File: src/rtl/alu_share_arbiter.sv
// Two-requester front end for a single shared ALU.
// Round-robin grant, operands latched on accept, result and flags captured
// after EXEC_CYCLES settle cycles, response held until the owner takes it.
module alu_share_arbiter #(
    parameter int WIDTH       = 32,
    parameter int EXEC_CYCLES = 1    // legal range 1..15
) (
    input  logic             clk,
    input  logic             rst_n,

    input  logic             req0_valid,
    output logic             req0_ready,
    input  logic [3:0]       req0_sel,
    input  logic [WIDTH-1:0] req0_a,
    input  logic [WIDTH-1:0] req0_b,

    input  logic             req1_valid,
    output logic             req1_ready,
    input  logic [3:0]       req1_sel,
    input  logic [WIDTH-1:0] req1_a,
    input  logic [WIDTH-1:0] req1_b,

    output logic             rsp0_valid,
    input  logic             rsp0_ready,
    output logic             rsp1_valid,
    input  logic             rsp1_ready,
    output logic [WIDTH-1:0] rsp_result,
    output logic             rsp_negative,
    output logic             rsp_borrow,
    output logic             rsp_carry_out,
    output logic             rsp_overflow,

    output logic [3:0]       alu_sel,
    output logic [WIDTH-1:0] alu_a,
    output logic [WIDTH-1:0] alu_b,
    input  logic [WIDTH-1:0] alu_result,
    input  logic             alu_negative,
    input  logic             alu_borrow,
    input  logic             alu_carry_out,
    input  logic             alu_overflow,

    output logic             busy
);

    typedef enum logic [1:0] {
        IDLE = 2'd0,
        EXEC = 2'd1,
        RESP = 2'd2
    } state_t;

    // Counter value on the final settle cycle.
    localparam logic [3:0] EXEC_LAST = 4'(EXEC_CYCLES - 1);

    state_t           state;
    state_t           state_nxt;
    logic             prio;       // preferred requester on a tie
    logic             gnt_q;      // requester owning the operation in flight
    logic             pick;       // requester that would win this cycle
    logic             accept;     // an operation is taken this cycle
    logic             exec_done;  // last settle cycle, capture now
    logic             rsp_hs;     // owner consumes the response
    logic [3:0]       exec_cnt;
    logic [3:0]       sel_q;
    logic [WIDTH-1:0] a_q;
    logic [WIDTH-1:0] b_q;

    // Arbitration: a lone requester wins, otherwise the preferred one does.
    always_comb begin
        // NOTE: every signal written in a combinational block gets a default first, so no latch can be inferred.
        pick = prio;
        if (req0_valid && !req1_valid) begin
            pick = 1'b0;
        end else if (req1_valid && !req0_valid) begin
            pick = 1'b1;
        end
    end

    assign accept    = rst_n && (state == IDLE) && (req0_valid || req1_valid);
    assign exec_done = (state == EXEC) && (exec_cnt == EXEC_LAST);
    assign rsp_hs    = (state == RESP) && (gnt_q ? rsp1_ready : rsp0_ready);

    // Next-state and handshake outputs of the IDLE/EXEC/RESP controller.
    always_comb begin
        state_nxt  = state;
        req0_ready = 1'b0;
        req1_ready = 1'b0;
        rsp0_valid = 1'b0;
        rsp1_valid = 1'b0;
        busy       = (state != IDLE);
        case (state)
            IDLE: begin
                req0_ready = accept && !pick;
                req1_ready = accept && pick;
                if (accept) begin
                    state_nxt = EXEC;
                end
            end
            EXEC: begin
                if (exec_done) begin
                    state_nxt = RESP;
                end
            end
            RESP: begin
                rsp0_valid = !gnt_q;
                rsp1_valid = gnt_q;
                if (rsp_hs) begin
                    state_nxt = IDLE;
                end
            end
            default: state_nxt = IDLE;
        endcase
    end

    // State register.
    always_ff @(posedge clk or negedge rst_n) begin
        // NOTE: sequential state uses non-blocking assignments so every register samples pre-edge values.
        if (!rst_n) begin
            state <= IDLE;
        end else begin
            state <= state_nxt;
        end
    end

    // Latch the granted operation, remember its owner, rotate the pointer on completion.
    always_ff @(posedge clk or negedge rst_n) begin
        // NOTE: these datapath registers carry a reset because reset must force alu_* and rsp_* to zero; storage without such a need would not.
        if (!rst_n) begin
            sel_q <= '0;
            a_q   <= '0;
            b_q   <= '0;
            gnt_q <= 1'b0;
            prio  <= 1'b0;
        end else begin
            if (accept) begin
                sel_q <= pick ? req1_sel : req0_sel;
                a_q   <= pick ? req1_a   : req0_a;
                b_q   <= pick ? req1_b   : req0_b;
                gnt_q <= pick;
            end
            if (rsp_hs) begin
                prio <= ~gnt_q;
            end
        end
    end

    // Settle-cycle counter: cleared on accept, advanced through EXEC.
    always_ff @(posedge clk or negedge rst_n) begin
        if (!rst_n) begin
            exec_cnt <= '0;
        end else if (accept || exec_done) begin
            exec_cnt <= '0;
        end else if (state == EXEC) begin
            exec_cnt <= exec_cnt + 4'd1;
        end
    end

    // Capture the ALU result and its flags, unmodified, on the last settle cycle.
    always_ff @(posedge clk or negedge rst_n) begin
        if (!rst_n) begin
            rsp_result    <= '0;
            rsp_negative  <= 1'b0;
            rsp_borrow    <= 1'b0;
            rsp_carry_out <= 1'b0;
            rsp_overflow  <= 1'b0;
        end else if (exec_done) begin
            rsp_result    <= alu_result;
            rsp_negative  <= alu_negative;
            rsp_borrow    <= alu_borrow;
            rsp_carry_out <= alu_carry_out;
            rsp_overflow  <= alu_overflow;
        end
    end

    // The shared ALU always sees the latched operation.
    assign alu_sel = sel_q;
    assign alu_a   = a_q;
    assign alu_b   = b_q;

endmodule

File: config.mk
export PLATFORM = sky130hd
export DESIGN_NAME = alu_share_arbiter
export DESIGN_NICKNAME = d
export VERILOG_FILES = /design/src/rtl/alu_share_arbiter.sv
export SDC_FILE = /design/constraint.sdc
export NUM_CORES = 1
export LEC_CHECK = 0
export ABC_AREA = 1
export CORE_MARGIN = 5
export CORE_UTILIZATION = 36
export DETAILED_ROUTE_END_ITERATION = 10
export PLACE_DENSITY = 0.77
export REMOVE_ABC_BUFFERS = 1
export SYNTH_ARGS = -nofsm -noshare
export SYNTH_HDL_FRONTEND = slang
export SYNTH_SLANG_ARGS = --single-unit
File: constraint.sdc
create_clock -name clk -period 1.6 [get_ports clk]
set_clock_uncertainty 0.15 [all_clocks]
set_input_delay 0.32 -clock clk [delete_from_list [all_inputs] [get_ports clk]]
set_output_delay 0.32 -clock clk [all_outputs]
set_load 0.05 [all_outputs]
==> flow_summary_export.csv <==
group,metric,value,unit
critical_path,end_kind,"primary output",
clock_tree,cts-htree-levels,3,
critical_path,ff2ff_path_depth,10,
logic_synthesis,synth_cell_types,22,
critical_path,crit_arrival,1.47,ns
sta,slew_headroom,59.0,%
route,firstDrtPassIters,5,
status,status,"complete, but fails checks",
grt,grtUsageTotal,21.6,%
logic_synthesis,syn_inst,733,
critical_path,crit_family,"buffers and inverters",
sta,slew_viol_final,0,
sta,fin_setup_tns,-3.19,ns
die,start_util,37.0,%
cells_and_area,nNetsFinal,1213,
die,die_w,133,um
grt,antenna_found_initial,0,
sta,rsz0062_at_grt,"yes",
logic_synthesis,syn_area_per_cell,7.39,um^2
route,viasPerCell,4.88,
critical_path,crit_chain,"nand2_1 -> nand2_2 -> buf_4 -> a21oi_2 -> buf_4 -> buf_12",
sta,tightestPinTransition,0.615,ns
clock_tree,clkSinkCount,112,
logic_synthesis,yosysTopAreaCellShare,51.7,%
logic_synthesis,yosysTopAreaCell,"dfrtp_1",
power_and_ir_drop,leakagePower,5.38,nW
cells_and_area,drive_above_1_share,24.0,%
place,hpwl,13700,um
sta,setup_violations,43,
logic_synthesis,ys_ff_latch,112,
sta,worst_slack,-0.343,ns
clock_tree,cts_tree,"done",
cells_and_area,nFillCells,1004,
die,dieArea,17600,um^2
route,totalWireLength,22000,um
grt,grt_pass1_wl,30200,um
min_path,holdPathStages,4,
critical_path,cpMaxStageDelayCell,"dfrtp_1",
critical_path,cp_num_cells,6,
cells_and_area,layout_common_cells,"nand2_1, clkdlybuf4s50_1, buf_12, dfrtp_1, nand3_1",
cells_and_area,final_area,10700,um^2
cells_and_area,seq_area,2800,um^2
die,io_pins,287,
critical_path,cp.buffers_inverters,3,
status,failed_checks,"negative setup slack",
critical_path,cp_max_fo,3,
clock_tree,numCtsBuffers,9,
min_path,min_path_type,"in2reg",
critical_path,critPathLaunchType,"flip-flop",
route,num_vias,5963,
place,dpl_cell_area,9550,um^2
place,portBuffers,286,
place,gp_congestion,0.818,
job,max_cap_viol_count,0,
cells_and_area,area_delta_synth_final,97.9,%
die,coreArea,14600,um^2
sta,period_share,121,%
critical_path,critPathKind,"reg2out",
critical_path,timing.critical_path.mode_cell,"buf_4",
critical_path,worstPathRequired,1.13,ns
power_and_ir_drop,power,23.2,mW
logic_synthesis,ys_top_cells_by_area,"dfrtp_1, nand2_1, nand3_1",
cells_and_area,final_common_cell,"nand2_1",
grt,grt_pass1_vias,5507,
grt,grt_max_degree,113,
power_and_ir_drop,pwr_density_cell,2170,nW/um^2
sta,hold_viol,0,
clock_tree,root_buffer,"clkbuf_16",
logic_synthesis,yosysWarningCount,0,
clock_tree,clkLatencyLatePin,0.35,ns
logic_synthesis,netlist_area,5420,um^2
power_and_ir_drop,irDropWorstVdd,0.00123,V
route,postRouteAntennaNets,0,
cells_and_area,diodes,0,
logic_synthesis,ys_seq_area_share,51.7,%
sta,final.min_clock_period,1.94,ns
grt,overflow,0,
route,drc,0,
critical_path,slowest_delay,0.40,ns
route,drt_iter0_markers,394,
route,wl_per_cell,18.0,um
sta,fmax,515,MHz
die,placementRows,44,
die,die_h,133,um
clock_tree,clkTransAtPathRegs,0.07,ns
cells_and_area,multi_input_area,2500,um^2
clock_tree,cts_buffer_depth,2,
-- synth_stat cells, drive strengths merged --
| master | instances |
|---|---|
| inv | 51 |
| nand4 | 2 |
| o21ai | 42 |
| or2 | 1 |
| xor2 | 1 |
| buf | 32 |
| clkbuf | 13 |
| nand2 | 395 |
| ha | 2 |
| nand3 | 72 |
| dfrtp | 112 |
| nor2 | 7 |
| a21oi | 3 |
-- where the power goes --
part / switching, mW / internal [mW]
Sequential: 1.56 / 4.10
Combinational: 8.11 / 7.17
Clock: 1.05 / 1.25
Total: 10.7 / 12.5
-- logic make-up (layout without fill, tap and decap cells) --
| logic type | count (synthesis) | in the layout | synth area share (%) |
|---|---|---|---|
| compound gates | 45 | 45 | 4.16 |
| xor+xnor | 1 | 1 | 0.162 |
| fa+ha+maj | 2 | 2 | 0.462 |
| buf+inv | 96 | 400 | 8.26 |
| flops | 112 | 112 | 51.7 |
| simple gates | 477 | 477 | 35.2 |
-- worst paths after layout --
check                      slack, ns            startpoint                       to
setup / recovery               -0.34      prio$_DFFE_PN0P_               req0_ready
hold / removal                  0.34                 rst_n     state[0]$_DFFE_PN0P_
setup reg to reg               -0.13  state[1]$_DFFE_PN0P_  exec_cnt[3]$_DFFE_PN0P_
hold reg to reg                 0.39  alu_a[6]$_DFFE_PN0P_     alu_a[6]$_DFFE_PN0P_
max in group asynchronous       0.30                 rst_n     alu_b[7]$_DFFE_PN0P_
min in group asynchronous       0.52                 rst_n    alu_b[28]$_DFFE_PN0P_
-- layer usage --
layer | up-vias | wire length, um | global-route usage, %
met3 | 49 | 1350 | 4.48
li1 | 2854 | - | -
met1 | 2816 | 8210 | 25.5
met4 | 0 | 800 | 9.06
met2 | 244 | 11700 | 38.0
met5 | - | 0 | 0
-- flip-flops by register name, summed over array words and instances, names as in the netlist --
register	cells
rsp_carry_out	1
rsp_overflow	1
gnt_q	1
rsp_result	32
exec_cnt	4
alu_sel	4
prio	1
alu_a	32
state	2
rsp_negative	1
rsp_borrow	1
alu_b	32
-- worst min-delay path, stage by stage --
cell and delay [ns]:
buf_4 0.10, nand3_4 0.10, buf_4 0.21, nand2_1 0.07
-- layout make-up --
cell class                      count  share of cell area [%]
Timing Repair Buffer              334                    43.8
Sequential cell                   112                    26.1
Multi-Input combinational cell    525                    23.3
Clock buffer                       10                    2.23
Tap cell                          184                    2.15
Inverter                           51                    1.85
Clock inverter                      5                   0.537
-- what timing repair did --
action / 4_1_cts / 5_1_grt
pin swaps: 3 / 6
buffers inserted: 4 / 7
endpoints found under the hold margin: 112 / 0
gates resized for setup: 40 / 110
cloned: 3 / 15
setup endpoints to repair: 75 / 111
hold buffers: 1 / 0
-- per-stage QoR --
stage	cells	util, %	hold WS (ns)	setup slack [ns]
finish	1221	73.2	0.337	-0.343
detailed placement	1177	65.2	0.350	-0.456
global route	1221	73.2	0.344	-0.410
global placement	1177	65.2	0.350	-0.443
CTS	1199	68.4	0.291	-0.303
floorplan	688	-	-0.126	-2.15
(Power assumes the default switching activity.)
